==> src/rtl/vote_logger_if.sv <==
// Voting front-end bus: candidate buttons and mode in,
// per-candidate counts and vote status out.
interface vote_logger_if #(
    parameter int CNT_W = 8
);
    logic             mode;
    logic             button1;
    logic             button2;
    logic             button3;
    logic             button4;
    logic [CNT_W-1:0] candi1_votes;
    logic [CNT_W-1:0] candi2_votes;
    logic [CNT_W-1:0] candi3_votes;
    logic [CNT_W-1:0] candi4_votes;
    logic             casted_vote;
    logic             overflow;

    modport master (
        output mode,
        output button1,
        output button2,
        output button3,
        output button4,
        input  candi1_votes,
        input  candi2_votes,
        input  candi3_votes,
        input  candi4_votes,
        input  casted_vote,
        input  overflow
    );

    modport slave (
        input  mode,
        input  button1,
        input  button2,
        input  button3,
        input  button4,
        output candi1_votes,
        output candi2_votes,
        output candi3_votes,
        output candi4_votes,
        output casted_vote,
        output overflow
    );
endinterface

==> src/rtl/vote_logger.sv <==
// Voting-mode front end: button qualification (hold, one-hot,
// release lockout) and saturating per-candidate vote counters.
module vote_logger #(
    parameter int HOLD_CYCLES    = 10,
    parameter int LOCKOUT_CYCLES = 4,
    parameter int CNT_W          = 8
) (
    input logic         clock,
    input logic         reset,
    vote_logger_if.slave bus
);
    localparam int HW = $clog2(HOLD_CYCLES + 1);
    localparam int LW = $clog2(LOCKOUT_CYCLES + 1);

    typedef enum logic [1:0] {
        IDLE,
        HOLD,
        RELEASE,
        LOCKOUT
    } state_t;

    state_t state_q;
    state_t state_d;

    logic [3:0]       btn;
    logic             any_btn;
    logic             onehot_btn;
    logic [1:0]       btn_idx;
    logic [1:0]       sel_q;
    logic [3:0]       sel_mask;
    logic [HW-1:0]    hold_cnt_q;
    logic [LW-1:0]    lock_cnt_q;
    logic             hold_abort;
    logic             hold_done;
    logic             lock_done;

    logic             start_hold;
    logic             step_hold;
    logic             accept;
    logic             clr_lock;
    logic             step_lock;

    logic [CNT_W-1:0] votes_q [4];
    logic             casted_q;
    logic             overflow_q;

    assign btn        = {bus.button4, bus.button3,
                         bus.button2, bus.button1};
    assign any_btn    = |btn;
    assign onehot_btn = $onehot(btn);
    assign sel_mask   = 4'b0001 << sel_q;

    // A hold survives only while the latched button alone stays down in voting mode
    assign hold_abort = bus.mode || !btn[sel_q]
                        || (|(btn & ~sel_mask));
    assign hold_done  = (hold_cnt_q + HW'(1)) == HW'(HOLD_CYCLES);
    assign lock_done  = (lock_cnt_q + LW'(1)) == LW'(LOCKOUT_CYCLES);

    // Index of the pressed button; only meaningful when exactly one is high
    always_comb begin
        btn_idx = 2'd0;
        case (1'b1)
            btn[0]:  btn_idx = 2'd0;
            btn[1]:  btn_idx = 2'd1;
            btn[2]:  btn_idx = 2'd2;
            btn[3]:  btn_idx = 2'd3;
            default: btn_idx = 2'd0;
        endcase
    end

    // FSM state register
    always_ff @(posedge clock) begin
        if (reset) state_q <= IDLE;
        else       state_q <= state_d;
    end

    // FSM next-state logic
    always_comb begin
        state_d = state_q;
        unique case (state_q)
            IDLE: begin
                if (!bus.mode && onehot_btn) state_d = HOLD;
            end
            HOLD: begin
                if (hold_abort)     state_d = IDLE;
                else if (hold_done) state_d = RELEASE;
            end
            RELEASE: begin
                if (!any_btn) state_d = LOCKOUT;
            end
            LOCKOUT: begin
                if (!any_btn && lock_done) state_d = IDLE;
            end
            default: state_d = IDLE;
        endcase
    end

    // FSM datapath controls
    always_comb begin
        start_hold = 1'b0;
        step_hold  = 1'b0;
        accept     = 1'b0;
        clr_lock   = 1'b0;
        step_lock  = 1'b0;
        unique case (state_q)
            IDLE: begin
                start_hold = !bus.mode && onehot_btn;
            end
            HOLD: begin
                if (!hold_abort) begin
                    accept    = hold_done;
                    step_hold = !hold_done;
                end
            end
            RELEASE: begin
                clr_lock = !any_btn;
            end
            LOCKOUT: begin
                // a press (or bounce) restarts the idle window
                clr_lock  = any_btn || lock_done;
                step_lock = !any_btn && !lock_done;
            end
            default: ;
        endcase
    end

    // Hold/lockout counters and latched candidate
    always_ff @(posedge clock) begin
        if (reset) begin
            hold_cnt_q <= '0;
            lock_cnt_q <= '0;
            sel_q      <= 2'd0;
        end else begin
            if (start_hold) begin
                hold_cnt_q <= HW'(1);
                sel_q      <= btn_idx;
            end else if (step_hold) begin
                hold_cnt_q <= hold_cnt_q + HW'(1);
            end else if (state_q == HOLD) begin
                hold_cnt_q <= '0;
            end
            if (clr_lock)       lock_cnt_q <= '0;
            else if (step_lock) lock_cnt_q <= lock_cnt_q + LW'(1);
        end
    end

    // Saturating vote counters, vote pulse and sticky overflow
    always_ff @(posedge clock) begin
        if (reset) begin
            for (int i = 0; i < 4; i++) votes_q[i] <= '0;
            casted_q   <= 1'b0;
            overflow_q <= 1'b0;
        end else begin
            casted_q <= accept;
            if (accept) begin
                if (&votes_q[sel_q]) overflow_q <= 1'b1;
                else votes_q[sel_q] <= votes_q[sel_q] + CNT_W'(1);
            end
        end
    end

    assign bus.candi1_votes = votes_q[0];
    assign bus.candi2_votes = votes_q[1];
    assign bus.candi3_votes = votes_q[2];
    assign bus.candi4_votes = votes_q[3];
    assign bus.casted_vote  = casted_q;
    assign bus.overflow     = overflow_q;
endmodule

==> src/flat_wrapper.sv <==
// flat-port wrapper written by rule: the top's interface ports become plain ports
module vote_logger_flat 
#(
    parameter int HOLD_CYCLES    = 10,
    parameter int LOCKOUT_CYCLES = 4,
    parameter int CNT_W          = 8
)
  (clock, reset, bus_mode, bus_button1, bus_button2, bus_button3, bus_button4, bus_candi1_votes, bus_candi2_votes, bus_candi3_votes, bus_candi4_votes, bus_casted_vote, bus_overflow);
  vote_logger_if #(.CNT_W(CNT_W)) bus_i ();
  input logic clock;
  input logic reset;
  input wire logic [$bits(bus_i.mode)-1:0] bus_mode;
  input wire logic [$bits(bus_i.button1)-1:0] bus_button1;
  input wire logic [$bits(bus_i.button2)-1:0] bus_button2;
  input wire logic [$bits(bus_i.button3)-1:0] bus_button3;
  input wire logic [$bits(bus_i.button4)-1:0] bus_button4;
  output wire logic [$bits(bus_i.candi1_votes)-1:0] bus_candi1_votes;
  output wire logic [$bits(bus_i.candi2_votes)-1:0] bus_candi2_votes;
  output wire logic [$bits(bus_i.candi3_votes)-1:0] bus_candi3_votes;
  output wire logic [$bits(bus_i.candi4_votes)-1:0] bus_candi4_votes;
  output wire logic [$bits(bus_i.casted_vote)-1:0] bus_casted_vote;
  output wire logic [$bits(bus_i.overflow)-1:0] bus_overflow;
  assign bus_i.mode = bus_mode;
  assign bus_i.button1 = bus_button1;
  assign bus_i.button2 = bus_button2;
  assign bus_i.button3 = bus_button3;
  assign bus_i.button4 = bus_button4;
  assign bus_candi1_votes = bus_i.candi1_votes;
  assign bus_candi2_votes = bus_i.candi2_votes;
  assign bus_candi3_votes = bus_i.candi3_votes;
  assign bus_candi4_votes = bus_i.candi4_votes;
  assign bus_casted_vote = bus_i.casted_vote;
  assign bus_overflow = bus_i.overflow;
  vote_logger #(.HOLD_CYCLES(HOLD_CYCLES), .LOCKOUT_CYCLES(LOCKOUT_CYCLES), .CNT_W(CNT_W)) u_core (.clock(clock), .reset(reset), .bus(bus_i));
endmodule
==> config.mk <==
export PLATFORM = sky130hd
export DESIGN_NAME = vote_logger_flat
export DESIGN_NICKNAME = d
export VERILOG_FILES = /design/src/rtl/vote_logger_if.sv /design/src/rtl/vote_logger.sv /design/src/flat_wrapper.sv
export SDC_FILE = /design/constraint.sdc
export NUM_CORES = 1
export LEC_CHECK = 0
export CELL_PAD_IN_SITES_DETAIL_PLACEMENT = 1
export CELL_PAD_IN_SITES_GLOBAL_PLACEMENT = 1
export CORE_MARGIN = 2
export CORE_UTILIZATION = 42
export CTS_BUF_LIST = sky130_fd_sc_hd__clkbuf_16
export CTS_CLUSTER_DIAMETER = 120
export DETAILED_ROUTE_END_ITERATION = 10
export PLACE_DENSITY = 0.89
export SYNTH_ARGS = -nofsm -noshare
export SYNTH_HDL_FRONTEND = slang
export SYNTH_SLANG_ARGS = --single-unit
==> constraint.sdc <==
create_clock -name clock -period 3.75 [get_ports clock]
set_input_delay 0.75 -clock clock [delete_from_list [all_inputs] [get_ports clock]]
set_output_delay 0.75 -clock clock [all_outputs]
set_load 0.01 [all_outputs]
==> flow_summary.ini, run 1 <==
[min_path]
worstHoldEndpoint = u_core.hold_cnt_q[3]
holdPathStages = 2
min_path_type = reg2reg
holdCritStartpoint = u_core.hold_cnt_q[3]

[sta]
period_needed_ns = 3.17
finalHoldViolCount = 0
max_slew_margin = 0.496
maxSlewViolCount = 0
fin_ws_ns = 0.579
rsz0062_at_grt = false
skew_ns = 0.00471
fmax_mhz = 315
final.setup.tns_ns = 0
period_share = 0.846
setup_violations = 0
worst_pin_slew_ns = 0.753

[place]
port_buffers = 40
pre_cts_slack_ns = 0.330
dp_hpwl_um = 5020
place_congestion = 0.794

[setup_path]
worst-path-buf-inv = 1
reg2reg_to = u_core.votes_q[2][3]
critical_path_class = reg2reg
cp.arrival_ns = 3.16
slowest_delay_ns = 0.72
critPathMaxFanout = 8
cp-start-kind = flip-flop
r2r_cells = 7
cpMaxStageDelayCell = dfxtp_1
path_delay_family = simple AND/OR/NAND/NOR gates
cp.required_ns = 3.74
cp-end-kind = flip-flop
path_cells = mux4_2 -> and4_4 -> and2_4 -> nand3_1 -> nand2_1 -> o21ai_0 -> buf_4
cp.depth = 7
r2r_slack_ns = 0.58

[power]
leakage_uw = 0.00114
total_power_uw = 1140
p_per_area_nw_per_um2 = 361
vdd_drop_max_mv = 0.181

[final_layout]
antenna_cells = 0
postLayoutCoreUtil = 0.538
area_growth_pct = 24.7
final_nets = 285
layout_common_cells = 40 x clkdlybuf4s50_1, 32 x edfxtp_1, 21 x nor2_1, 18 x nor3_1, 17 x nand2_1
final_common_cell = clkdlybuf4s50_1
drive_gt1_frac = 0.116

[synthesis]
synth_cells = 219
syn_area_per_cell_um2 = 11.5
synth-async-reset-ratio = 0
yosysWarnings = 0
ys_seq_elements = 47
synth_cell_types = 46
syn-cell-area_um2 = 2520
synth-edff-count = 32
syn_nets = 238
yosysSeqAreaShare = 0.500
synth-main-ff-cell = edfxtp_1

[routing]
drc = 0
antenna_left = 0
drt_wl_total_um = 6620
dr.pass1.iters = 4
vias = 1955
viasPerCell = 5.72
wl_per_cell_um = 19.3
drt_iter0_markers = 123

[global_routing]
grt_pass1_vias = 2008
grt_max_degree = 22
grt_use_total = 0.218
grt_pass1_wl_um = 10500
grt_overflow = 0
antenna_found_initial = 0

[floorplanning]
rows = 28
die-area_um2 = 6640
die_w_um = 81.5
ioPinCount = 41
coreArea_um2 = 5850
fp.dieH_um = 81.5
start_util = 0.431

[cts]
ctsLongestPathBuffers = 2
path_clk_slew_ns = 0.06
cts_resized = 0
tritoncts = done
cts_sinks = 47
cts_buffers = 5
postCtsSetupBuffers = 0
htree_levels = 2
cts_hold_buf = 0
clk_latency_ns = 0.29
cts_root_buf = clkbuf_16

[status]
status = complete, no violations

[job]
max_cap_violations = 0
[cell usage after synthesis, drive strengths merged, types with 2 or more instances]
library cell   n  share of area
a21oi          6          0.012
and2           5          0.013
and3           2         0.0069
and4           4          0.015
buf            6          0.022
dfxtp         15           0.12
edfxtp        32           0.38
ha            11          0.055
inv           12          0.018
mux2i          2         0.0079
mux4           8          0.071
nand2         17          0.025
nand2b         2         0.0050
nand3          7          0.014
nor2          21          0.031
nor2b          5          0.012
nor3          20          0.044
nor4           4          0.012
o21ai          9          0.018
o31ai          3         0.0089
or2            2         0.0069
or3            2         0.0050
xnor2          2         0.0069
xor2           6          0.021
[tightest hold or removal path, stage by stage (launching register included)]
cell,delay [ns]
dfxtp_1,0.35
nand3_1,0.08
nand2_1,0.04
[where the power goes]
group          switching (uW)  internal (uW)
logic                    72.5           60.3
registers                17.2            568
clock network             177            240
[cell type report]
class | instances | area (um^2)
fillers | 628 | 2700
repair buffers | 47 | 453
clock inverters | 3 | 11.3
flip-flops and latches | 47 | 1260
multi-input cells | 153 | 1160
well taps | 75 | 93.8
clock buffers | 5 | 125
inverters | 12 | 45.0
[cell families after synthesis]
group,Yosys count,synth area share
flops,47,0.500
fa+ha+maj,12,0.0625
simple gates,93,0.197
mux,10,0.0793
xor+xnor,8,0.0278
buf+inv,19,0.0416
compound gates,30,0.0917
[state kept, by name (all words and copies together) (netlist names), named ones only]
name,flops
u_core.bus.casted_vote,1
u_core.bus.overflow,1
u_core.sel_q,2
u_core.lock_cnt_q,3
u_core.hold_cnt_q,4
u_core.state_q,1
u_core.votes_q,32
[worst max-delay path by stage]
| stage | startpoint | to | slack, ns |
|---|---|---|---|
| 3_5_place_dp | bus_button1 | u_core.sel_q[0] | 0.33 |
| 2_1_floorplan | bus_button3 | u_core.votes_q[0][0] | 0.91 |
| 4_1_cts | flip-flop | u_core.votes_q[2][3] | 0.57 |
| 5_1_grt | flip-flop | u_core.votes_q[2][2] | 0.35 |
| 6_report | flip-flop | u_core.votes_q[2][3] | 0.58 |
| 3_3_place_gp | bus_button1 | flip-flop | 0.45 |
[per-stage QoR]
step,hold slack (ns),cell area (um^2),std cells
2_1_floorplan,0.465,2520,219
3_3_place_gp,0.489,3010,334
3_5_place_dp,0.504,3010,334
4_1_cts,0.513,3150,342
5_1_grt,0.561,3150,342
6_report,0.511,3150,342
[per-layer routing]
| metal | global-route usage | share of wire | vias up | wire [um] |
|---|---|---|---|---|
| met3 | 0.0341 | 0.050 | 14 | 330 |
| li1 | - | - | 902 | - |
| met2 | 0.407 | 0.54 | 59 | 3590 |
| met1 | 0.247 | 0.38 | 980 | 2550 |
| met4 | 0.0864 | 0.022 | 0 | 147 |
| met5 | 0 | 0 | - | 0 |
(Power assumes the default switching activity.)
==> run 2: changes to the inputs <==
==> constraint.sdc (replaced) <==
create_clock -name clock -period 3.1 [get_ports clock]
set_input_delay 0.62 -clock clock [delete_from_list [all_inputs] [get_ports clock]]
set_output_delay 0.62 -clock clock [all_outputs]
set_load 0.01 [all_outputs]
==> flow_summary.ini, run 2 (synthesized netlist as in run 1, its figures left out) <==
[place]
port_buffers = 40
dp_hpwl_um = 5000
dp_cells = 341
place_congestion = 0.800

[cts]
htree_levels = 2
cts_hold_buf = 0
clk_latency_ns = 0.29
ctsLongestPathBuffers = 2
tritoncts = done
cts_sinks = 47
cts_root_buf = clkbuf_16
path_clk_slew_ns = 0.06
cts_buffers = 5

[floorplanning]
die_w_um = 81.5
ioPinCount = 41
start_util = 0.431
fp.dieH_um = 81.5
coreArea_um2 = 5850
rows = 28
die-area_um2 = 6640

[sta]
period_share = 0.925
rsz0062_at_grt = false
setup_violations = 0
max_slew_margin = 0.600
fmax_mhz = 349
worst_pin_slew_ns = 0.594
finalHoldViolCount = 0
skew_ns = 0.00498
maxSlewViolCount = 0
period_needed_ns = 2.87

[routing]
dr.pass1.iters = 4
drc = 0
vias = 1964
antenna_left = 0
wl_per_cell_um = 19.1
viasPerCell = 5.63
drt_wl_total_um = 6660
drt_iter0_markers = 93

[final_layout]
largest_reg_flops = 32
antenna_cells = 0
final_common_cell = clkdlybuf4s50_1
drive_gt1_frac = 0.153
reg_top3 = u_core.votes_q: 32 flops, u_core.hold_cnt_q: 4 flops, u_core.lock_cnt_q: 3 flops
layout_common_cells = 40 x clkdlybuf4s50_1, 32 x edfxtp_1, 21 x nor2_1, 18 x nor3_1, 17 x nand2_1
final_nets = 292
fin_cells = 349
regMostFlops = u_core.votes_q
postLayoutCoreUtil = 0.558
area_growth_pct = 29.3

[status]
status = complete, no violations

[setup_path]
cp-start-kind = primary input
worst-path-buf-inv = 3
cp-end-kind = flip-flop
path_cells = clkdlybuf4s50_1 -> inv_1 -> ha_1 -> ha_1 -> inv_1 -> fa_1 -> nand4b_1 -> or3_1 -> nor3_1 -> a21oi_1 -> nor2_1
slowest_delay_ns = 0.48
critical_path_class = in2reg
cpMaxStageDelayCell = fa_1
cp.arrival_ns = 3.08
path_delay_family = simple AND/OR/NAND/NOR gates
cp.required_ns = 3.32
critPathMaxFanout = 5

[global_routing]
grt_pass1_vias = 2029
grt_max_degree = 27
grt_pass1_wl_um = 10600
antenna_found_initial = 0
busiest_layer = met2
use_met1 = 0.259
grt_use_total = 0.222
met3_usage = 0.0407
grt_overflow = 0
met2_usage = 0.402

[power]
leakage_uw = 0.00119
vdd_drop_max_mv = 0.289
p_per_area_nw_per_um2 = 481

[job]
max_cap_violations = 0

[min_path]
min_path_type = reg2reg
-- run 2: cell types whose count changed in the layout (fill, tap and decap cells not counted) --
cell,previous run,this run
buf_4,7,14
bufinv_16,0,2
clkinv_1,2,0
clkinvlp_4,0,1
inv_1,13,12
nor4_1,3,2
nor4_2,1,2
-- run 2: area by class of cell --
class	count	area, um^2
multi-input combinational	153	1160
timing repair buffer	54	505
clock inverter	3	67.6
fill	606	2590
tap	75	93.8
sequential	47	1260
inverter	12	45.0
clock buffer	5	125
-- run 2: worst min-delay path: cells and delay by family (launching register included) --
kind	cells	cell delay [ns]
simple gates	2	0.12
flops	1	0.35
-- run 2: what timing repair did --
action / in CTS / in global routing
setup buffers: 0 / 0
endpoints found under the hold margin: 0 / 0
gates resized for setup: 0 / 1
endpoints found under the setup margin: 0 / 2
-- run 2: metrics by stage --
step	total power, uW	setup slack, ns	area, um^2	setup TNS (ns)	hold WS (ns)
6_report	1570	0.232	3260	0	0.519
5_1_grt	1620	0.0153	3260	0	0.551
4_1_cts	1580	0.236	3260	0	0.522
3_5_place_dp	887	-0.0651	3060	-0.228	0.504
3_3_place_gp	878	0.0849	3060	0	0.486
2_1_floorplan	803	0.389	2520	0	0.465
-- run 2: metal layers --
| metal | wire length, um | vias up |
|---|---|---|
| met5 | 0 | - |
| met4 | 132 | 0 |
| met3 | 304 | 9 |
| met2 | 3530 | 55 |
| met1 | 2690 | 976 |
| li1 | - | 924 |
-- run 2: worst paths after layout --
| check | startpoint | endpoint | slack, ns | cells past startpoint |
|---|---|---|---|---|
| worst max-delay path | bus_button3 | u_core.sel_q[0] | 0.23 | 11 |
| worst min register to register | u_core.hold_cnt_q[3] | u_core.hold_cnt_q[3] | 0.52 | 2 |
| worst min-delay path | u_core.hold_cnt_q[3] | u_core.hold_cnt_q[3] | 0.52 | 2 |
| worst max register to register | flip-flop | u_core.votes_q[2][3] | 0.27 | 8 |
-- run 2: power breakdown --
group	internal (uW)	switching (uW)	total [uW]
clock	462	233	694
combinational	78.4	92.2	171
sequential	687	17.7	705
total	1230	343	1570
==> run 3: changes to the inputs <==
--- a/config.mk
+++ b/config.mk
@@ -13,6 +13,7 @@
 export CTS_CLUSTER_DIAMETER = 120
 export DETAILED_ROUTE_END_ITERATION = 10
 export PLACE_DENSITY = 0.89
+export REMOVE_ABC_BUFFERS = 1
 export SYNTH_ARGS = -nofsm -noshare
 export SYNTH_HDL_FRONTEND = slang
 export SYNTH_SLANG_ARGS = --single-unit
==> flow_summary.ini, run 3 (synthesized netlist as in run 1, its figures left out) <==
[final_layout]
drive_gt1_frac = 0.160
fin_cells = 350
area_growth_pct = 27.6
postLayoutCoreUtil = 0.550
layout_common_cells = 40 x clkdlybuf4s50_1, 32 x edfxtp_1, 21 x nor2_1, 18 x nor3_1, 17 x nand2_1
regMostFlops = u_core.votes_q
final_nets = 293
reg_top3 = u_core.votes_q: 32 flops, u_core.hold_cnt_q: 4 flops, u_core.lock_cnt_q: 3 flops
largest_reg_flops = 32
fillerInstances = 642
antenna_cells = 0
final_common_cell = clkdlybuf4s50_1

[routing]
dr.pass1.iters = 4
antenna_left = 0
drc = 0
drt_iter0_markers = 133
drt_wl_total_um = 7250
wl_per_cell_um = 20.7
viasPerCell = 5.80
vias = 2031

[floorplanning]
start_util = 0.431
die-area_um2 = 6640
fp.dieH_um = 81.5
rows = 28
coreArea_um2 = 5850
die_w_um = 81.5
ioPinCount = 41

[sta]
max_slew_margin = 0.519
fin_hold_ws_ns = 0.498
rsz0062_at_grt = false
period_share = 0.933
skew_ns = 0.00498
worst_pin_slew_ns = 0.714
fmax_mhz = 346
setup_violations = 0
period_needed_ns = 2.89
maxSlewViolCount = 0
finalHoldViolCount = 0

[global_routing]
grt_use_total = 0.238
antenna_found_initial = 0
grt_overflow = 0
grt_pass1_wl_um = 11400
grt_pass1_vias = 2173
grt_max_degree = 23

[setup_path]
slowest_delay_ns = 0.48
cp-start-kind = primary input
cp.arrival_ns = 3.10
cp.required_ns = 3.30
path_delay_family = simple AND/OR/NAND/NOR gates
critical_path_class = in2reg
cpMaxStageDelayCell = fa_1
r2r_cells = 7
worst-path-buf-inv = 3
critPathMaxFanout = 5
r2r_slack_ns = 0.26
path_cells = clkdlybuf4s50_1 -> inv_1 -> ha_1 -> ha_1 -> inv_1 -> fa_1 -> nand4b_1 -> or3_4 -> nor3_1 -> a21oi_1 -> nor2_1
cp-end-kind = flip-flop
reg2reg_to = u_core.votes_q[0][2]

[cts]
cts_sinks = 47
ctsLongestPathBuffers = 2
cts_hold_buf = 0
htree_levels = 2
tritoncts = done
cts_buffers = 5
cts_root_buf = clkbuf_16
clk_latency_ns = 0.29
path_clk_slew_ns = 0.06

[min_path]
holdPathStages = 1
holdCritStartpoint = u_core.bus.overflow
worstHoldEndpoint = u_core.bus.overflow
min_path_type = reg2reg

[job]
max_cap_violations = 0

[place]
dp_hpwl_um = 5690
port_buffers = 40
place_congestion = 0.803
dp_cells = 342

[power]
p_per_area_nw_per_um2 = 434
leakage_uw = 0.00118
vdd_drop_max_mv = 0.326

[status]
status = complete, no violations
[run 3: repair_timing]
item / 4_1_cts / 5_1_grt
hold endpoints to repair: 0 / 0
resized for setup: 0 / 3
buffers inserted: 0 / 0
setup endpoints to repair: 0 / 20
[run 3: stage by stage]
step | setup TNS [ns] | setup slack [ns] | cell area (um^2) | total power [uW]
final | 0 | 0.208 | 3220 | 1400
after global routing | 0 | 0.0672 | 3220 | 1440
after CTS | 0 | 0.0737 | 3210 | 1400
after detailed placement | -0.577 | -0.202 | 3070 | 894
after global placement | 0 | 0.0754 | 3070 | 879
after floorplan | 0 | 0.284 | 2460 | 801
[run 3: final cells by class]
cell class	count	area (um^2)	area share
sequential	47	1260	0.392
clock inverter	3	12.5	0.00389
tap	75	93.8	0.0291
inverter	12	45.0	0.0140
multi-input combinational	153	1170	0.363
timing repair buffer	55	513	0.159
clock buffer	5	125	0.0389
[run 3: worst reg2reg max path, stage by stage, from the launching register on]
cell and delay, ns:
dfxtp_2 0.51, mux4_2 0.61, and4_4 0.23, and2_4 0.17, nand3_1 0.25, nand2_1 0.23
o21ai_0 0.33, buf_4 0.23
[run 3: per-layer routing]
metal  GRT usage  part of all wire  vias up
met5           0                 0        -
met4       0.122             0.038        0
met3      0.0418             0.039       23
met2       0.422              0.52       68
met1       0.274              0.40     1019
li1            -                 -      921
[run 3: power by group]
group | leakage (uW) | switching (uW) | internal (uW) | total [uW]
clock | 0.0000751 | 223 | 292 | 515
combinational | 0.000658 | 93.9 | 81.0 | 175
sequential | 0.000452 | 21.5 | 687 | 709
total | 0.00118 | 338 | 1060 | 1400
[run 3: worst max path at each step]
stage / start / end / slack (ns) / depth (start not counted)
3_5_place_dp: bus_button3 / flip-flop / -0.20 / 11
2_1_floorplan: flip-flop / u_core.votes_q[2][0] / 0.28 / 6
4_1_cts: flip-flop / u_core.votes_q[0][2] / 0.07 / 7
3_3_place_gp: bus_button3 / u_core.votes_q[2][3] / 0.08 / 9
6_report: bus_button3 / flip-flop / 0.21 / 11
5_1_grt: bus_button2 / flip-flop / 0.07 / 11
